[config.mk]
export PLATFORM = sky130hd
export DESIGN_NAME = nanov_sequencer_flat
export DESIGN_NICKNAME = d
export VERILOG_FILES = /design/src/rtl/nanov_pkg.sv /design/src/rtl/nanov_sequencer_if.sv /design/src/rtl/nanov_spi_shift.sv /design/src/rtl/nanov_sequencer.sv /design/src/flat_wrapper.sv
export SDC_FILE = /design/constraint.sdc
export NUM_CORES = 1
export LEC_CHECK = 0
export CORE_UTILIZATION = 35
export DETAILED_ROUTE_END_ITERATION = 10
export PLACE_DENSITY = 0.58
export SLEW_MARGIN = 20
export SYNTH_ARGS = -nofsm -noshare
export SYNTH_HDL_FRONTEND = slang
export SYNTH_HIERARCHICAL = 1
export SYNTH_SLANG_ARGS = --single-unit
[constraint.sdc]
create_clock -name clk -period 3.5 [get_ports clk]
set_input_delay 0.35 -clock clk [delete_from_list [all_inputs] [get_ports clk]]
set_output_delay 0.35 -clock clk [all_outputs]
set_load 0.03 [all_outputs]
[src/rtl/nanov_pkg.sv]
// Shared types and constants for the nanoV instruction sequencer.
// The NANOV_ILLEGAL_TRAP_EN build also uses the opcode and cycle-count helpers.
package nanov_pkg;

    typedef enum logic [2:0] {
        IDLE  = 3'd0,
        CMD   = 3'd1,
        FETCH = 3'd2,
        EXEC  = 3'd3,
        HALT  = 3'd4
    } seq_state_t;

    localparam logic [4:0]  OP_IMM           = 5'b00100;
    localparam logic [4:0]  OP               = 5'b01100;
    localparam logic [4:0]  JAL              = 5'b11011;
    localparam logic [7:0]  CMD_READ_DEFAULT = 8'h03;
    localparam logic [31:0] NOP              = 32'h00000013;

    // The first byte received sits in raw[31:24]; the flash stores words little-endian.
    function automatic logic [31:0] flash_to_word(input logic [31:0] raw);
        return {raw[7:0], raw[15:8], raw[23:16], raw[31:24]};
    endfunction

    function automatic logic opcode_legal(input logic [6:0] opc);
        logic ok;
        ok = (opc[1:0] == 2'b11) &&
             ((opc[6:2] == OP_IMM) || (opc[6:2] == OP) || (opc[6:2] == JAL));
        return ok;
    endfunction

    // JAL and shifts need a second bit-serial pass; everything else is single-cycle.
    function automatic logic [2:0] decode_ncyc(input logic [31:0] ins);
        logic [2:0] n;
        n = 3'd1;
        if (ins[6:4] == 3'b110 && ins[2])
            n = 3'd2;
        if (ins[4:0] == 5'b10011 && ins[13:12] == 2'b01)
            n = 3'd2;
        return n;
    endfunction

endpackage

[src/rtl/nanov_sequencer_if.sv]
// Flash SPI pins plus the core-facing execution bus of the nanoV sequencer.
// master = sequencer side, slave = flash/core side.
interface nanov_sequencer_if;

    logic        spi_miso;
    logic        spi_mosi;
    logic        spi_select;
    logic        spi_sck_en;
    logic [31:0] instr;
    logic [2:0]  cycle;
    logic [4:0]  counter;
    logic        pc;
    logic        branch;
    logic [31:0] branch_target;
    logic        exec_valid;
    logic        illegal;

    modport master (
        input  spi_miso,
        input  branch,
        input  branch_target,
        output spi_mosi,
        output spi_select,
        output spi_sck_en,
        output instr,
        output cycle,
        output counter,
        output pc,
        output exec_valid,
        output illegal
    );

    modport slave (
        output spi_miso,
        output branch,
        output branch_target,
        input  spi_mosi,
        input  spi_select,
        input  spi_sck_en,
        input  instr,
        input  cycle,
        input  counter,
        input  pc,
        input  exec_valid,
        input  illegal
    );

endinterface

[src/rtl/nanov_spi_shift.sv]
// 32-bit shift register shared by the command phase (MSB out on q[31]) and the
// data phase (miso in at q[0]), with a 0..31 bit counter.
module nanov_spi_shift (
    input  logic        clk,
    input  logic        rstn,
    input  logic        load,
    input  logic [31:0] load_val,
    input  logic        shift_en,
    input  logic        din,
    output logic [31:0] q,
    output logic [4:0]  bit_cnt,
    output logic        last
);

    always_ff @(posedge clk or negedge rstn) begin
        if (!rstn) begin
            q       <= '0;
            bit_cnt <= '0;
        end else if (load) begin
            q       <= load_val;
            bit_cnt <= '0;
        end else if (shift_en) begin
            q       <= {q[30:0], din};
            bit_cnt <= bit_cnt + 5'd1;
        end
    end

    assign last = (bit_cnt == 5'd31);

endmodule

[src/rtl/nanov_sequencer.sv]
// Fetch/execute sequencer for the bit-serial nanoV core, streaming from SPI flash.
// Optional NANOV_ILLEGAL_TRAP_EN: multi-cycle decode plus sticky illegal-opcode HALT.
//
// state | meaning
// IDLE  | select high for one clk between transactions
// CMD   | shifting read opcode + 24-bit address out on mosi
// FETCH | shifting 32 instruction bits in from miso
// EXEC  | core executing instr, counter/cycle running, flash paused
// HALT  | illegal opcode trapped; only rstn leaves
module nanov_sequencer
    import nanov_pkg::*;
#(
    parameter logic [23:0] RESET_ADDR = 24'h000000,
    parameter logic [7:0]  CMD_READ   = CMD_READ_DEFAULT
) (
    input logic               clk,
    input logic               rstn,
    nanov_sequencer_if.master bus
);

    seq_state_t  state;
    seq_state_t  state_nxt;

    logic [31:0] pc_reg;
    logic [31:0] instr_q;
    logic [2:0]  cycle_q;
    logic [4:0]  counter_q;
    logic        branch_pend;

    logic        sh_load;
    logic        sh_shift;
    logic [31:0] sh_q;
    logic [4:0]  bit_cnt;
    logic        sh_last;

    logic [31:0] fetch_word;
    logic [2:0]  ncyc;
    logic        final_clk;
    logic        taken;
    logic [31:0] next_pc;
    logic        fetch_done;

    logic        select_c;
    logic        sck_en_c;
    logic        exec_c;

    nanov_spi_shift u_shift (
        .clk      (clk),
        .rstn     (rstn),
        .load     (sh_load),
        .load_val ({CMD_READ, pc_reg[23:0]}),
        .shift_en (sh_shift),
        .din      (bus.spi_miso),
        .q        (sh_q),
        .bit_cnt  (bit_cnt),
        .last     (sh_last)
    );

    // Include the bit arriving this clk so instr is valid on the last FETCH edge.
    assign fetch_word = flash_to_word({sh_q[30:0], bus.spi_miso});
    assign fetch_done = (state == FETCH) && sh_last;

`ifdef NANOV_ILLEGAL_TRAP_EN
    logic fetch_bad;
    logic illegal_q;

    assign ncyc      = decode_ncyc(instr_q);
    assign fetch_bad = !opcode_legal(fetch_word[6:0]);

    always_ff @(posedge clk or negedge rstn) begin
        if (!rstn)
            illegal_q <= 1'b0;
        else if (fetch_done && fetch_bad)
            illegal_q <= 1'b1;
    end

    assign bus.illegal = illegal_q;
`else
    assign ncyc        = 3'd1;
    assign bus.illegal = 1'b0;
`endif

    assign final_clk = (state == EXEC) && (counter_q == 5'd31) && (cycle_q == ncyc - 3'd1);
    assign taken     = branch_pend | bus.branch;
    assign next_pc   = taken ? bus.branch_target : pc_reg + 32'd4;

    always_ff @(posedge clk or negedge rstn) begin
        if (!rstn)
            state <= IDLE;
        else
            state <= state_nxt;
    end

    always_comb begin
        state_nxt = state;
        unique case (state)
            IDLE:  state_nxt = CMD;
            CMD:   if (sh_last) state_nxt = FETCH;
            FETCH: begin
                if (sh_last) begin
`ifdef NANOV_ILLEGAL_TRAP_EN
                    state_nxt = fetch_bad ? HALT : EXEC;
`else
                    state_nxt = EXEC;
`endif
                end
            end
            // A taken branch needs a fresh read command; otherwise the flash keeps streaming.
            EXEC:  if (final_clk) state_nxt = taken ? IDLE : FETCH;
`ifdef NANOV_ILLEGAL_TRAP_EN
            HALT:  state_nxt = HALT;
`endif
            default: state_nxt = IDLE;
        endcase
    end

    always_comb begin
        select_c = 1'b1;
        sck_en_c = 1'b0;
        exec_c   = 1'b0;
        sh_load  = 1'b0;
        sh_shift = 1'b0;
        unique case (state)
            IDLE: sh_load = 1'b1;
            CMD, FETCH: begin
                select_c = 1'b0;
                sck_en_c = 1'b1;
                sh_shift = 1'b1;
            end
            EXEC: begin
                select_c = 1'b0;
                exec_c   = 1'b1;
            end
            default: ;
        endcase
    end

    always_ff @(posedge clk or negedge rstn) begin
        if (!rstn) begin
            pc_reg      <= {8'h00, RESET_ADDR};
            instr_q     <= NOP;
            cycle_q     <= '0;
            counter_q   <= '0;
            branch_pend <= 1'b0;
        end else begin
            if (fetch_done) begin
                instr_q   <= fetch_word;
                counter_q <= '0;
                cycle_q   <= '0;
            end
            if (state == EXEC) begin
                counter_q <= counter_q + 5'd1;
                if (counter_q == 5'd31)
                    cycle_q <= cycle_q + 3'd1;
                if (final_clk) begin
                    pc_reg      <= next_pc;
                    branch_pend <= 1'b0;
                end else if (bus.branch) begin
                    branch_pend <= 1'b1;
                end
            end
        end
    end

    assign bus.spi_select = select_c;
    assign bus.spi_sck_en = sck_en_c;
    assign bus.spi_mosi   = sh_q[31];
    assign bus.exec_valid = exec_c;
    assign bus.instr      = instr_q;
    assign bus.cycle      = cycle_q;
    assign bus.counter    = counter_q;
    assign bus.pc         = exec_c & pc_reg[counter_q];

endmodule

[src/flat_wrapper.sv]
// flat-port wrapper written by rule: the top's interface ports become plain ports
module nanov_sequencer_flat import nanov_pkg::*;
#(
    parameter logic [23:0] RESET_ADDR = 24'h000000,
    parameter logic [7:0]  CMD_READ   = CMD_READ_DEFAULT
)
  (clk, rstn, bus_spi_miso, bus_branch, bus_branch_target, bus_spi_mosi, bus_spi_select, bus_spi_sck_en, bus_instr, bus_cycle, bus_counter, bus_pc, bus_exec_valid, bus_illegal);
  nanov_sequencer_if bus_i ();
  input logic clk;
  input logic rstn;
  input wire logic [$bits(bus_i.spi_miso)-1:0] bus_spi_miso;
  input wire logic [$bits(bus_i.branch)-1:0] bus_branch;
  input wire logic [$bits(bus_i.branch_target)-1:0] bus_branch_target;
  output wire logic [$bits(bus_i.spi_mosi)-1:0] bus_spi_mosi;
  output wire logic [$bits(bus_i.spi_select)-1:0] bus_spi_select;
  output wire logic [$bits(bus_i.spi_sck_en)-1:0] bus_spi_sck_en;
  output wire logic [$bits(bus_i.instr)-1:0] bus_instr;
  output wire logic [$bits(bus_i.cycle)-1:0] bus_cycle;
  output wire logic [$bits(bus_i.counter)-1:0] bus_counter;
  output wire logic [$bits(bus_i.pc)-1:0] bus_pc;
  output wire logic [$bits(bus_i.exec_valid)-1:0] bus_exec_valid;
  output wire logic [$bits(bus_i.illegal)-1:0] bus_illegal;
  assign bus_i.spi_miso = bus_spi_miso;
  assign bus_i.branch = bus_branch;
  assign bus_i.branch_target = bus_branch_target;
  assign bus_spi_mosi = bus_i.spi_mosi;
  assign bus_spi_select = bus_i.spi_select;
  assign bus_spi_sck_en = bus_i.spi_sck_en;
  assign bus_instr = bus_i.instr;
  assign bus_cycle = bus_i.cycle;
  assign bus_counter = bus_i.counter;
  assign bus_pc = bus_i.pc;
  assign bus_exec_valid = bus_i.exec_valid;
  assign bus_illegal = bus_i.illegal;
  nanov_sequencer #(.RESET_ADDR(RESET_ADDR), .CMD_READ(CMD_READ)) u_core (.clk(clk), .rstn(rstn), .bus(bus_i));
endmodule
Word-level counts from Yosys, hierarchy flattened
Cells that the tools add are included.
{"block": "word_totals", "wordCells": 59, "regBits": 113, "inputBits": 36}
{"block": "classes", "n_eq_ne": 8, "n_lt_le_gt_ge": 1, "muxes": 23, "reduce_logical": 13, "add_sub_neg": 4, "bitwise": 2}
{"op": "32-bit two-way mux", "n": 3}
{"op": "32-bit by 3-bit adder with 32-bit output (second input constant)", "n": 1}
{"op": "5-bit two-way mux", "n": 4}
{"op": "3-bit two-way mux", "n": 6}
{"op": "3-bit case mux with 4 select lines", "n": 1}
{"op": "5-bit by 1-bit adder with 5-bit output (second input constant)", "n": 2}
{"op": "5-bit equality test (second input constant)", "n": 2}
{"op": "1-bit two-way mux", "n": 7}
{"op": "3-bit by 2-bit equality test with 1-bit output (second input constant)", "n": 2}
{"op": "3-bit logical NOT", "n": 2}
{"op": "5-bit by 6-bit less-than comparator with 1-bit output (second input constant)", "n": 1}
{"op": "2-bit by 1-bit != test with 1-bit output (second input constant)", "n": 3}
{"op": "2-bit nonzero test", "n": 3}
{"op": "1-bit binary-select mux with 5-bit select", "n": 1}
{"op": "2-bit AND reduction", "n": 2}
{"op": "3-bit by 1-bit adder with 3-bit output (second input constant)", "n": 1}
{"op": "3-bit by 1-bit equality test with 1-bit output (second input constant)", "n": 1}
{"op": "1-bit logical AND", "n": 3}
{"op": "3-bit AND reduction", "n": 1}
{"op": "3-bit OR reduction", "n": 1}
{"op": "2-bit two-way mux", "n": 1}
{"op": "2-bit OR reduction", "n": 1}
{"op": "1-bit bitwise AND", "n": 1}
{"op": "1-bit OR", "n": 1}

Logic depth before layout (Yosys ltp)
Gate-level depths: netlist of the first run.
{"block": "depth", "ltp_word": 5, "ltp_mapped": 9, "mapped_depth_nobuf": 8}

Hierarchy
Netlist of the first run, hierarchy kept.
{"mod": "nanov_sequencer", "cells_per_inst": 397, "seq_area_each_um2": 1880.6, "area_per_inst_um2": 4080.2, "n_inst": 1}
{"mod": "nanov_spi_shift", "cells_per_inst": 161, "seq_area_each_um2": 925.9, "area_per_inst_um2": 1725.4, "n_inst": 1}

Least setup slack after synthesis of the first run
Ideal clock, no wire load.
{"block": "synth_timing", "path_kind": "register to register", "startpoint": "reg u_core.counter_q[2], in the netlist u_core/bus.counter[2]", "endpoint": "reg u_core.pc_reg[11]", "setup_ns": 0.137, "arrival_ns": 2.363, "path_stages_with_launch": 9, "path_slack_ns": 1.000, "required_time_ns": 3.363, "cell_sequence": "dfrtp_1 clkbuf_1 and3_1 ha_1 nand2_1 nor3b_1 clkbuf_1 clkbuf_1 a21oi_1"}
{"block": "synth_between", "elab_chain_cells": 4}
{"item": "from (decl)", "line_no": "nanov_sequencer.sv:27", "source": "logic [4:0] counter_q;"}
{"item": "from (signal assigned)", "line_no": "nanov_sequencer.sv:152", "source": "counter_q <= counter_q + 5'd1;"}
{"item": "5-bit equality test", "line_no": "nanov_sequencer.sv:83", "source": "assign final_clk = (state == EXEC) && (counter_q == 5'd31) && (cycle_q == ncyc - 3'd1);"}
{"item": "1-bit logical AND (2 in a row)", "line_no": "nanov_sequencer.sv:83"}
{"item": "2-bit AND reduction (no line)"}
{"item": "to (signal assigned)", "line_no": "nanov_sequencer.sv:140", "source": "pc_reg <= {8'h00, RESET_ADDR};"}
{"item": "to (signal assigned)", "line_no": "nanov_sequencer.sv:156", "source": "pc_reg <= next_pc;"}
{"item": "to (decl)", "line_no": "nanov_sequencer.sv:24", "source": "logic [31:0] pc_reg;"}
Every way passes these cells.
A chain may end at the register's enable or synchronous reset.

Worst setup path after layout of the first run
{"block": "layout_timing", "startpoint": "reg u_core.counter_q[0], in the netlist u_core/bus.counter[0]", "endpoint": "out bus_pc"}
{"block": "layout_between", "elab_chain_cells": 3}
{"item": "1-bit binary-select mux with 5-bit select", "line_no": "nanov_sequencer.sv:172", "source": "assign bus.pc = exec_c & pc_reg[counter_q];"}
{"item": "1-bit two-way mux (not written as such)", "line_no": "nanov_sequencer.sv:172"}
{"item": "1-bit bitwise AND", "line_no": "nanov_sequencer.sv:172"}
{"item": "to (decl)", "line_no": "flat_wrapper.sv:20", "source": "output wire logic [$bits(bus_i.pc)-1:0] bus_pc;"}
Every way passes these cells. The select of a mux whose other input is x is not followed.

==> metrics.txt, run 1 <==
# TYPE chip_impl_metric gauge
chip_impl_info{name="outcome",value="finished clean"} 1
chip_impl_metric{name="global_route_wire_length_before_repair",unit="um"} 22400
chip_impl_metric{name="yosysTopAreaCellShare",unit=""} 0.470
chip_impl_metric{name="routed-via-count",unit=""} 4507
chip_impl_metric{name="worst_ir_drop_vdd",unit="uV"} 276
chip_impl_metric{name="p_leak",unit="nW"} 2.77
chip_impl_metric{name="synthesis.area",unit="sq um"} 5810
chip_impl_metric{name="gpl.final_weighted_congestion",unit=""} 0.816
chip_impl_metric{name="worst_setup_hold_path_clk_slew",unit="ns"} 0.07
chip_impl_metric{name="drive_gt1_frac",unit=""} 0.124
chip_impl_metric{name="net-switching-power",unit="mW"} 0.598
chip_impl_metric{name="drtAntennaViolNets",unit=""} 0
chip_impl_metric{name="power.share.combinational",unit=""} 0.080
chip_impl_metric{name="power-per-cell-area",unit="nW/um^2"} 371
chip_impl_metric{name="synthToLayoutAreaGrowth",unit="%"} 21.5
chip_impl_info{name="rsz0062_at_grt",value="false"} 1
chip_impl_metric{name="critical_path_peak_fanout",unit=""} 5
chip_impl_metric{name="syn_inst",unit=""} 558
chip_impl_metric{name="achievable-frequency",unit="GHz"} 0.316
chip_impl_metric{name="routed_wire_length_per_instance",unit="um"} 16.5
chip_impl_metric{name="first_pass_iters",unit=""} 7
chip_impl_metric{name="postSynth.asyncResetShare",unit=""} 1.00
chip_impl_info{name="ctsRootBufferMaster",value="clkbuf_16"} 1
chip_impl_info{name="critical_path.startpoint_type",value="flop"} 1
chip_impl_metric{name="hpwl",unit="um"} 9790
chip_impl_metric{name="cts.path.max_buffers",unit=""} 2
chip_impl_metric{name="crit_arrival",unit="ns"} 2.82
chip_impl_info{name="critical_path.top_delay_family",value="buffers and inverters"} 1
chip_impl_metric{name="seqCellArea",unit="sq um"} 2810
chip_impl_metric{name="total_power",unit="mW"} 2.61
chip_impl_metric{name="layout_worst_path_cycle_share",unit=""} 0.905
chip_impl_metric{name="detailedRoute.firstIterationViolations",unit=""} 265
chip_impl_metric{name="grt_usage",unit=""} 0.172
chip_impl_metric{name="ys_types",unit=""} 60
chip_impl_metric{name="chipHeight",unit="um"} 131
chip_impl_info{name="crit_end_category",value="primary output"} 1
chip_impl_metric{name="cell_internal_pwr",unit="mW"} 2.02
chip_impl_metric{name="postCtsSetupRepairBufs",unit=""} 0
chip_impl_info{name="min_path_type",value="primary input to async pin"} 1
chip_impl_metric{name="multi_input_area",unit="sq um"} 2780
chip_impl_info{name="synth_flop_cell",value="dfrtp_1"} 1
chip_impl_info{name="worstSetupPathType",value="flop to primary output"} 1
chip_impl_metric{name="cts_resized",unit=""} 0
chip_impl_info{name="cts_tree",value="built"} 1
chip_impl_metric{name="clockPowerShare",unit=""} 0.396
chip_impl_metric{name="holdBufCountCts",unit=""} 0
chip_impl_metric{name="worst_path_largest_cell_delay",unit="ns"} 0.60
chip_impl_metric{name="synth.ff_latch_count",unit=""} 112
chip_impl_metric{name="buffer_ports.inserted",unit=""} 80
chip_impl_metric{name="floorplan.initialDensity",unit=""} 0.362
chip_impl_metric{name="design.portCount",unit=""} 82
chip_impl_metric{name="clk-insertion-delay-late",unit="ns"} 0.35
chip_impl_info{name="synth_most_common_cell",value="dfrtp_1"} 1
chip_impl_info{name="ys_top_cells_by_area",value="dfrtp_1 (47%), mux2i_1 (6.9%), mux2_2 (6.8%)"} 1
chip_impl_metric{name="grt_overflow",unit=""} 0
chip_impl_metric{name="slew_violations",unit=""} 0
chip_impl_metric{name="postSynthAreaPerCell",unit="sq um"} 10.4
chip_impl_metric{name="core.rowCount",unit=""} 46
chip_impl_info{name="synth_top_cells_by_count",value="dfrtp_1 (109), nand2_1 (63), a21oi_1 (40), mux2i_1 (40), mux2_2 (35)"} 1
chip_impl_metric{name="netSwitchingFraction",unit=""} 0.229
chip_impl_metric{name="grt_start_max_net_pins",unit=""} 72
chip_impl_metric{name="synth.yosys.seq_area_share",unit=""} 0.483
chip_impl_metric{name="cell_area_after_placement",unit="sq um"} 6760
chip_impl_metric{name="grt_antenna_before_repair",unit=""} 0
chip_impl_metric{name="detail_route.vias_per_cell",unit=""} 5.32
chip_impl_metric{name="cts_buf_count",unit=""} 9
chip_impl_metric{name="cp_data_required_time",unit="ns"} 3.15
chip_impl_metric{name="hold_viol",unit=""} 0
chip_impl_metric{name="die_x",unit="um"} 131
chip_impl_metric{name="core",unit="sq um"} 16100
chip_impl_metric{name="slew_headroom",unit=""} 0.448
chip_impl_metric{name="die-area",unit="sq um"} 17100
chip_impl_info{name="biggest_area_consumer_among_synthesized_cells",value="dfrtp_1"} 1
chip_impl_metric{name="max_cap_viol_count",unit=""} 0
chip_impl_metric{name="cp_num_buf_inv",unit=""} 1
chip_impl_metric{name="timing.setup.tns",unit="ns"} 0
chip_impl_metric{name="synthesis.yosys.warnings",unit=""} 6
chip_impl_info{name="cp_cell_sequence",value="mux4_2 -> nor2b_1 -> a2111oi_0 -> a31oi_1 -> and4_1 -> clkdlybuf4s50_1"} 1
chip_impl_metric{name="first_global_vias",unit=""} 4122
chip_impl_metric{name="power.sequential.fraction",unit=""} 0.524
chip_impl_metric{name="synth_edf_count",unit=""} 0
chip_impl_metric{name="num-fill-cells",unit=""} 1510
chip_impl_metric{name="ctsHtreeMaxLevel",unit=""} 3
chip_impl_metric{name="fin_area",unit="sq um"} 7050
chip_impl_metric{name="final_period_minus_worst_setup_slack",unit="ns"} 3.17
chip_impl_metric{name="post-route-util",unit=""} 0.439
chip_impl_metric{name="routed_wl",unit="um"} 14000
chip_impl_metric{name="worst_pin_slew",unit="ns"} 0.827
chip_impl_info{name="slowest_stage",value="clkdlybuf4s50_1"} 1
chip_impl_metric{name="drc",unit=""} 0
chip_impl_metric{name="antenna-diode-count",unit=""} 0
chip_impl_metric{name="finalClockSkew",unit="ns"} 0.0115
chip_impl_metric{name="final_nets",unit=""} 673
chip_impl_metric{name="clock-sinks",unit=""} 112
chip_impl_metric{name="setup_viol",unit=""} 0
## power by group through the flow
| stage | clock network, mW | registers, mW | logic (mW) |
|---|---|---|---|
| finish | 1.04 | 1.37 | 0.208 |
| CTS | 1.07 | 1.37 | 0.211 |
| detailed placement | 0 | 1.40 | 0.211 |
| global route | 1.12 | 1.38 | 0.227 |
| floorplan | 0 | 1.43 | 0.0533 |
| global placement | 0 | 1.39 | 0.207 |
## metrics by stage
stage                     instances  hold WS, ns  setup WS (ns)
after CTS                       847        0.124          0.305
final                           847        0.102          0.333
after detailed placement        831        0.493          0.703
after floorplan                 565       0.0544           1.00
after global routing            847        0.164          0.231
after global placement          831        0.487          0.655
## area by class of cell
| cell class | instances | share of cell area |
|---|---|---|
| sequential | 112 | 0.398 |
| multi-input combinational | 406 | 0.394 |
| timing repair buffer | 91 | 0.125 |
| tap | 216 | 0.0383 |
| clock buffer | 13 | 0.0355 |
| clock inverter | 3 | 0.00603 |
| inverter | 6 | 0.00319 |
## kinds of logic (layout without fill, tap and decap cells)
group / count (synthesis) / count (layout) / share of synthesized area
AND/OR/NAND/NOR: 164 / 164 / 0.139
AO/OA/AOI/OAI: 136 / 136 / 0.134
flip-flops: 112 / 112 / 0.483
multiplexers: 84 / 84 / 0.170
buffers and inverters: 47 / 113 / 0.0442
adder cells (fa/ha/maj): 11 / 11 / 0.0237
other: 2 / 9 / 0.00129
XOR/XNOR: 2 / 2 / 0.00302
## per-layer routing
metal	share of wire	vias to the layer above	routed length [um]	GRT usage
met2	0.46	147	6370	0.252
met5	0	-	0	0
met1	0.48	2178	6730	0.252
li1	-	2169	-	-
met4	0.015	0	209	0.0649
met3	0.049	13	693	0.0293
## cells in the final DEF (no fill, tap or decap), types with 2 or more instances in the layout
cell	n
nand2_1	63
nand3b_1	3
and3_1	8
ha_1	10
nor3_1	10
a21oi_1	40
o21ai_1	32
clkbuf_16	9
a211oi_1	7
buf_4	12
o22a_1	2
nor2_1	23
clkbuf_1	3
nand4_1	8
nor2b_1	4
xnor2_1	2
or3_1	6
nand3_1	20
mux2_2	35
clkdlybuf4s50_1	79
dfstp_2	3
mux2i_1	40
mux4_2	7
a31oi_1	4
dfrtp_1	109
o21ai_0	25
inv_1	6
or4_1	3
a21o_1	2
and4_1	5
conb_1	9
nor4_1	2
o22ai_1	8
o31ai_1	3
## path summary, 6_finish.rpt
| path | startpoint | endpoint | slack, ns | cells past startpoint |
|---|---|---|---|---|
| min | rstn | u_core/u_shift/bit_cnt[3] | 0.10 | 1 |
| max | u_core/bus.counter[0] | bus_pc | 0.33 | 6 |
| min reg2reg | u_core/bus.instr[6] | u_core/bus.instr[6] | 0.51 | 1 |
| max in group asynchronous | rstn | u_core/bus.instr[19] | 2.51 | 2 |
| max reg2reg | u_core/bus.counter[0] | u_core/pc_reg[5] | 0.85 | 9 |
| min in group clk | u_core/bus.instr[6] | u_core/bus.instr[6] | 0.51 | 1 |
No activity file was read; power rests on OpenSTA's default activity.
==> run 2: changes to the inputs <==
- CTS_CLUSTER_SIZE: default -> 24
==> results of run 2 <==
The final DEF is identical to that of run 1; final timing and power are the same.
==> run 3: changes to the inputs <==
- SLEW_MARGIN: 20 -> default
==> results of run 3 <==
The final DEF is identical to that of run 1; final timing and power are the same.
